==> config.mk <==
export PLATFORM = sky130hd
export DESIGN_NAME = elevator_ctrl
export DESIGN_NICKNAME = d
export VERILOG_FILES = /design/src/rtl/elevator_ctrl.sv
export SDC_FILE = /design/constraint.sdc
export NUM_CORES = 1
export LEC_CHECK = 0
export CAP_MARGIN = 25
export CELL_PAD_IN_SITES_DETAIL_PLACEMENT = 2
export CELL_PAD_IN_SITES_GLOBAL_PLACEMENT = 2
export CORE_ASPECT_RATIO = 0.75
export CORE_MARGIN = 4
export CORE_UTILIZATION = 33
export DETAILED_ROUTE_END_ITERATION = 12
export PLACE_DENSITY_LB_ADDON = 0.1
export SLEW_MARGIN = 20
export SYNTH_ARGS = -nofsm -noshare
export SYNTH_HDL_FRONTEND = slang
export SYNTH_SLANG_ARGS = --single-unit
==> constraint.sdc <==
create_clock -name clk -period 2.47 [get_ports clk]
set_input_delay 0.3705 -clock clk [delete_from_list [all_inputs] [get_ports clk]]
set_output_delay 0.3705 -clock clk [all_outputs]
set_load 0.01 [all_outputs]
==> src/rtl/elevator_ctrl.sv <==
// Four-floor SCAN elevator scheduler: latches floor calls, moves one floor per
// MOVE_CYCLES and holds the door open for DOOR_CYCLES at each served floor.
module elevator_ctrl #(
   parameter int MOVE_CYCLES = 4,
   parameter int DOOR_CYCLES = 3
) (
   input  logic       clk,
   input  logic       rst_n,
   input  logic [3:0] call_req,
   output logic [1:0] floorSel,
   output logic       door,
   output logic       moving_up,
   output logic       moving_down,
   output logic [3:0] pending
);

   localparam int MaxCycles = (MOVE_CYCLES > DOOR_CYCLES) ? MOVE_CYCLES : DOOR_CYCLES;
   localparam int TimerW    = $clog2(MaxCycles + 1);
   localparam logic [TimerW-1:0] MoveLoad = TimerW'(MOVE_CYCLES - 1);
   localparam logic [TimerW-1:0] DoorLoad = TimerW'(DOOR_CYCLES - 1);

   typedef enum logic [1:0] {
      IDLE,
      MOVE_UP,
      MOVE_DOWN,
      DOOR_OPEN
   } stateT;

   stateT             state;
   logic [TimerW-1:0] timer;
   logic              dirUp;

   logic       above;
   logic       below;
   logic       beyondUp;
   logic       beyondDown;
   logic [1:0] nxtUp;
   logic [1:0] nxtDown;
   logic [3:0] reqSet;
   logic [3:0] curMask;
   logic [3:0] upMask;
   logic [3:0] downMask;

   // Request geometry relative to the car and to the floor it is about to reach.
   always_comb begin
      above      = 1'b0;
      below      = 1'b0;
      beyondUp   = 1'b0;
      beyondDown = 1'b0;
      for (int i = 0; i < 4; i++) begin
         if (i > int'(floorSel))     above      = above      | pending[i];
         if (i < int'(floorSel))     below      = below      | pending[i];
         if (i > int'(floorSel) + 1) beyondUp   = beyondUp   | pending[i];
         if (i < int'(floorSel) - 1) beyondDown = beyondDown | pending[i];
      end
      nxtUp    = floorSel + 2'd1;
      nxtDown  = floorSel - 2'd1;
      reqSet   = pending | call_req;
      curMask  = 4'b0001 << floorSel;
      upMask   = 4'b0001 << nxtUp;
      downMask = 4'b0001 << nxtDown;
   end

   // Clearing a floor's bit on the same edge it is requested drops that request.
   always_ff @(posedge clk) begin
      if (!rst_n) begin
         state       <= IDLE;
         floorSel    <= 2'd0;
         door        <= 1'b0;
         moving_up   <= 1'b0;
         moving_down <= 1'b0;
         pending     <= 4'b0000;
         dirUp       <= 1'b1;
         timer       <= '0;
      end else begin
         pending <= reqSet;
         case (state)
            IDLE: begin
               if (pending[floorSel]) begin
                  state   <= DOOR_OPEN;
                  door    <= 1'b1;
                  timer   <= DoorLoad;
                  pending <= reqSet & ~curMask;
               end else if (above && (dirUp || !below)) begin
                  state     <= MOVE_UP;
                  dirUp     <= 1'b1;
                  moving_up <= 1'b1;
                  timer     <= MoveLoad;
               end else if (below) begin
                  state       <= MOVE_DOWN;
                  dirUp       <= 1'b0;
                  moving_down <= 1'b1;
                  timer       <= MoveLoad;
               end
            end
            MOVE_UP: begin
               if (floorSel == 2'd3) begin
                  state     <= IDLE;
                  moving_up <= 1'b0;
               end else if (timer != '0) begin
                  timer <= timer - 1'b1;
               end else begin
                  floorSel <= nxtUp;
                  if (pending[nxtUp]) begin
                     state     <= DOOR_OPEN;
                     moving_up <= 1'b0;
                     door      <= 1'b1;
                     timer     <= DoorLoad;
                     pending   <= reqSet & ~upMask;
                  end else if (beyondUp) begin
                     timer <= MoveLoad;
                  end else begin
                     state     <= IDLE;
                     moving_up <= 1'b0;
                  end
               end
            end
            MOVE_DOWN: begin
               if (floorSel == 2'd0) begin
                  state       <= IDLE;
                  moving_down <= 1'b0;
               end else if (timer != '0) begin
                  timer <= timer - 1'b1;
               end else begin
                  floorSel <= nxtDown;
                  if (pending[nxtDown]) begin
                     state       <= DOOR_OPEN;
                     moving_down <= 1'b0;
                     door        <= 1'b1;
                     timer       <= DoorLoad;
                     pending     <= reqSet & ~downMask;
                  end else if (beyondDown) begin
                     timer <= MoveLoad;
                  end else begin
                     state       <= IDLE;
                     moving_down <= 1'b0;
                  end
               end
            end
            DOOR_OPEN: begin
               // A call for this floor while the door is open just keeps it open longer.
               pending <= reqSet & ~curMask;
               if (call_req[floorSel]) begin
                  timer <= DoorLoad;
               end else if (timer == '0) begin
                  state <= IDLE;
                  door  <= 1'b0;
               end else begin
                  timer <= timer - 1'b1;
               end
            end
            default: begin
               state       <= IDLE;
               door        <= 1'b0;
               moving_up   <= 1'b0;
               moving_down <= 1'b0;
            end
         endcase
      end
   end

endmodule

[Word-level counts from Yosys, hierarchy flattened]
Cells that the tools add are included.
Cells by class
  reductions and logical operators: 18
  equality and inequality tests: 25
  mux-type cells: 90
  magnitude comparators: 17
  bitwise logic cells: 18
  shift operators: 3
  add/subtract/negate cells: 5
Operators by type and width (count)
  two-way mux 1 bit: 42
  two-way mux 3 bit: 13
  two-way mux 2 bit: 17
  > comparator 1 x 32 -> 1 bit (first input constant): 1
  > comparator 2 x 32 -> 1 bit (first input constant): 1
  > comparator 3 x 32 -> 1 bit (first input constant): 1
  two-way mux 4 bit: 7
  inequality test 2 bit (second input constant): 13
  inequality test 4 bit (second input constant): 5
  case mux 4 bit (4 select lines): 1
  bitwise AND 4 bit: 3
  NOT 4 bit: 3
  case mux 3 bit (4 select lines): 1
  AND reduction 6 bit: 2
  left shift 1 x 2 -> 4 bit (first input constant): 3
  bitwise OR 1 bit: 10
  AND reduction 5 bit: 2
  less-than comparator 2 x 3 -> 1 bit (second input constant): 3
  inequality test 3 bit (second input constant): 3
  AND reduction 9 bit: 1
  binary-select mux 1 bit (select 2 bit): 4
  case mux 2 bit (4 select lines): 1
  nonzero test 2 bit: 4
  AND reduction 7 bit: 1
  27 further kinds: 34
Storage, ports and cells
  register bits: 15
  input port bits: 6
  output and inout bits: 9
  word-level logic and storage cells: 184

[Longest topological paths before layout]
Gate-level depths: netlist of the first run.
  word-level depth: 14
  depth in mapped cells: 10
  depth with buffers taken out: 8

[Worst setup path before layout of the first run]
Ideal clock, no wire load.
  path kind: register -> register
  from: register floorSel[0]
  to: register state[1]
  data required time: 2.354 ns
  stages on the path, launching flop included: 9
  arrival: 2.228 ns
  clock period less this slack: 2.343 ns
  setup slack: 0.127 ns
  setup time: 0.116 ns
  buffers on the path: 1
  cells stage by stage: dfxtp_1 buf_6 inv_1 ha_1 mux4_2 or4_1 nand4_1 a211oi_1 a31o_1
Between the ends
  word-level cells in the longest chain between the ends: 12
  elaborated cells between the ends (all ways): 71
  classes of those cells: add/sub: 4; order compare: 14; eq/ne: 7; mux: 31; bitwise: 10; reduce/logical: 5
RTL lines
  start, declared: RTL line 10  | output logic [1:0] floorSel,
  start signal, assigned: RTL line 103  | floorSel <= nxtUp;
  start signal, assigned: RTL line 125  | floorSel <= nxtDown;
  parallel branches: the longest is 12 deep, another holds > comparator 1 x 32 -> 1 bit
  end signal, assigned: RTL line 80  | state <= DOOR_OPEN;
  end signal, assigned: RTL line 85  | state <= MOVE_UP;
  end signal, assigned: RTL line 90  | state <= MOVE_DOWN;
  end, declared: RTL line 29  | stateT state;
Several ways; the timed one is not identified. The select of a mux whose other input is x is not followed.
A chain may end at the register's enable or synchronous reset.

[Final worst setup path of the first run]
  from: register floorSel[1]
  to: register timer[2]
Between the ends
  word-level cells in the longest chain between the ends: 12
  elaborated cells between the ends (all ways): 72
  classes of those cells: add/sub: 4; order compare: 14; eq/ne: 7; mux: 32; bitwise: 10; reduce/logical: 5
RTL lines
  parallel branches: the longest is 12 deep, another holds > comparator 1 x 32 -> 1 bit
  end signal, assigned: RTL line 82  | timer <= DoorLoad;
  end signal, assigned: RTL line 88  | timer <= MoveLoad;
  end signal, assigned: RTL line 93  | timer <= MoveLoad;
  end, declared: RTL line 30  | logic [TimerW-1:0] timer;
Several ways; the timed one is not identified. The select of a mux whose other input is x is not followed.

==> impl_metrics.py, run 1 <==
metrics = {
    "layout": {
        "fin_nets": 205,
        "drive_gt1_share_pct": 16.8,
        "syn_to_final_growth_pct": 21.0,
        "seqCellArea_sq_um": 300,
        "final_util_pct": 41.5,
        "diodes": 0,
        "multi_input_area_sq_um": 972,
        "stdcell_area_sq_mm": 0.00168,
        "fillers": 484,
    },
    "yosys": {
        "synth_area_per_cell_sq_um": 8.18,
        "synthDistinctLibCells": 49,
        "synth_fp_nets": 184,
        "synth_ff_type": "dfxtp_1",
        "synth_edf_count": 0,
        "yosysWarnings": 0,
        "synth_area_sq_mm": 0.00139,
        "ys_seq_area_share_pct": 21.6,
        "synth_cells": 170,
        "ys_ff_latch": 15,
        "async_reset_ff_share_pct": 0,
    },
    "critical_path": {
        "required_ns": 2.65,
        "cp.arrival_ns": 2.49,
        "path_max_fanout": 10,
        "crit_path_start_kind": "register",
        "worst_r2r_path_depth": 8,
        "critPathKind": "register to register",
        "worst_setup_path_end_kind": "register",
    },
    "status": {
        "status": "complete, no violations",
    },
    "timing": {
        "rsz0062_at_grt": "true",
        "period_share_pct": 93.3,
        "worst_slack_ns": 0.165,
        "layout_min_cycle_time_ns": 2.30,
        "slew_headroom_pct": 63.4,
        "clock_skew_ns": 0.00549,
        "hold_viol_final": 0,
        "maxSlewViolCount": 0,
        "setup_viol": 0,
        "fmax_ghz": 0.434,
        "worst_pin_slew_ns": 0.549,
        "fin_hold_ws_ns": 0.465,
    },
    "place": {
        "placed_area_sq_mm": 0.00159,
        "place_ws_ns": 0.0446,
        "port_buffers": 14,
        "gp_congestion": 0.815,
        "dpl.hpwl_microns": 3940,
    },
    "grt": {
        "grt_pass1_vias": 1541,
        "grt_max_degree": 15,
        "grt_pass1_wl_microns": 8360,
        "grt_antenna_before_repair": 0,
        "track_usage_pct": 19.8,
        "grt_overflow_total": 0,
    },
    "floorplanning": {
        "rows": 20,
        "ioPinCount": 15,
        "die_area_sq_mm": 0.00533,
        "dieWidth_microns": 83.0,
        "core_area_sq_mm": 0.00405,
        "initial_core_util_pct": 34.3,
        "die_h_microns": 64.2,
    },
    "power": {
        "powerDensity_mw_per_mm2": 1300,
        "p_clk_share_pct": 9.8,
        "p_sw_share_pct": 49.2,
        "power_switching_mw": 1.08,
        "p_leak_nw": 0.632,
        "p_int_mw": 1.11,
        "ir_drop_v": 0.000478,
        "pwr-share-comb_pct": 71.4,
        "pwr-share-seq_pct": 18.8,
    },
    "routing": {
        "route.vias.total": 1441,
        "viasPerCell": 5.88,
        "drtIter0Drc": 79,
        "wl_microns": 5190,
        "ant_nets": 0,
        "drt_pre_antenna_iters": 4,
        "drc_errors": 0,
        "wire_per_inst_microns": 21.2,
    },
    "worst_hold_path": {
        "hold_depth": 2,
        "hold_path.class": "register to register",
    },
    "clock_network": {
        "htreeDepth": 1,
        "path_clk_slew_ns": 0.07,
        "cts_buffers": 3,
        "tritoncts": "yes",
        "cts_root_buffer": "clkbuf_8",
        "clkSinkCount": 15,
        "clk_path_buf_depth": 2,
        "worstSkewPairLatency_ns": 0.26,
    },
    "flow_run": {
        "maxCapViolations": 0,
    },
}
[Yosys cell counts (2+ instances only)]
cell type | instances | area, sq um
nand3_1 | 2 | 10.0
mux2i_1 | 3 | 30.0
dfxtp_1 | 15 | 300
o21ai_0 | 9 | 45.0
o31ai_1 | 2 | 15.0
o22ai_1 | 2 | 12.5
a221oi_1 | 4 | 35.0
nand2_1 | 11 | 41.3
buf_12 | 2 | 40.0
inv_1 | 11 | 41.3
nor2b_1 | 3 | 18.8
nor2_1 | 16 | 60.1
buf_6 | 2 | 22.5
nand2b_1 | 6 | 37.5
a21o_1 | 2 | 15.0
mux2_2 | 2 | 22.5
clkbuf_1 | 5 | 18.8
xnor2_1 | 2 | 17.5
nor3b_1 | 3 | 22.5
ha_1 | 8 | 100
mux4_2 | 3 | 67.6
a31oi_1 | 4 | 25.0
or4_1 | 2 | 15.0
and3_1 | 3 | 18.8
nand4_1 | 3 | 18.8
a21oi_1 | 11 | 55.1
a211oi_1 | 7 | 52.6
nor3_1 | 4 | 20.0
o21a_1 | 2 | 15.0
xor2_1 | 2 | 17.5
[cells by family after synthesis]
group | count (synthesis) | synth area share, %
AOI/OAI and AO/OA | 53 | 25.8
xor gates and xnor gates | 4 | 2.52
adders and majority gates | 8 | 7.19
buffers and inverters | 23 | 10.9
DFF | 15 | 21.6
muxes | 9 | 9.71
and+or+nand+nor | 58 | 22.3
[flip-flops by register name, indices dropped and copies added, names as in the netlist]
name and cells:
floorSel 2, moving_down 1, pending 4, door 1, moving_up 1, timer 3
dirUp 1, state 2
[area by class of cell]
cell class / count / share of cell area [%]
Timing Repair Buffer: 26 / 13.7
Tap cell: 55 / 4.09
Multi-Input combinational cell: 132 / 57.8
Inverter: 13 / 3.72
Clock buffer: 3 / 2.45
Clock inverter: 1 / 0.446
Sequential cell: 15 / 17.8
[cells in the final DEF (no fill, tap or decap), drive strengths merged, types with 3 or more instances in the layout]
master,Yosys,layout
nor3b,3,3
nor2b,3,3
nor3,4,4
o22ai,3,3
and3,3,3
mux4,3,3
or4,3,3
a31oi,4,4
ha,8,8
o21ai,10,10
mux2i,3,3
mux2,3,3
nand2,11,11
a21oi,12,12
inv,12,12
clkdlybuf4s50,0,14
a221oi,4,4
buf,5,12
dfxtp,15,15
nand4,4,4
clkbuf,5,3
a211oi,7,7
nand2b,6,6
nor2,16,16
[repair_timing]
item	4_1_cts	5_1_grt
endpoints found under the hold margin	0	0
endpoints found under the setup margin	0	3
buffers inserted	0	1
hold buffers	0	0
resized for setup	0	5
[power by group through the flow]
stage,clock (mW),sequential (mW),combinational [mW]
6_report,0.215,0.412,1.56
5_1_grt,0.237,0.424,1.71
4_1_cts,0.222,0.408,1.48
3_5_place_dp,0,0.412,1.46
3_3_place_gp,0,0.407,1.42
2_1_floorplan,0,0.414,1.03
[metrics by stage]
stage | cells | TNS (ns) | total power [mW]
6_report | 245 | 0 | 2.19
5_1_grt | 245 | -0.0329 | 2.37
4_1_cts | 244 | 0 | 2.11
3_5_place_dp | 240 | 0 | 1.87
3_3_place_gp | 240 | 0 | 1.82
2_1_floorplan | 170 | 0 | 1.45
[critical path, cell delays in order, from the launching register on]
cell	delay [ns]
dfxtp_1	0.32
buf_4	0.18
ha_1	0.28
nand2b_1	0.19
a21oi_1	0.27
or4_4	0.18
nand4_2	0.15
or4b_1	0.50
o22ai_1	0.15
[routing by layer]
layer / track usage (%) / vias to the layer above / wire length [microns]
met3: 3.35 / 10 / 120
met1: 28.0 / 738 / 2530
li1: - / 669 / -
met5: 0 / - / 0
met2: 31.5 / 24 / 2460
met4: 4.29 / 0 / 80
[path summary, 6_finish.rpt]
path,slack [ns],startpoint,end
worst max-delay path,0.17,floorSel[1],timer[2]
worst min-delay path,0.47,moving_up,moving_up
worst max register to register,0.17,floorSel[1],timer[2]
worst min register to register,0.47,moving_up,moving_up
Power figures use the tool's default switching activity.
==> inputs of run 2 (changes only) <==
- CAP_MARGIN: 25 -> 20
- CTS_BUF_LIST: unset -> sky130_fd_sc_hd__clkbuf_4 sky130_fd_sc_hd__clkbuf_8 sky130_fd_sc_hd__clkbuf_16
==> results of run 2 <==
No change in the layout: final DEF, timing and power equal those of run 1.
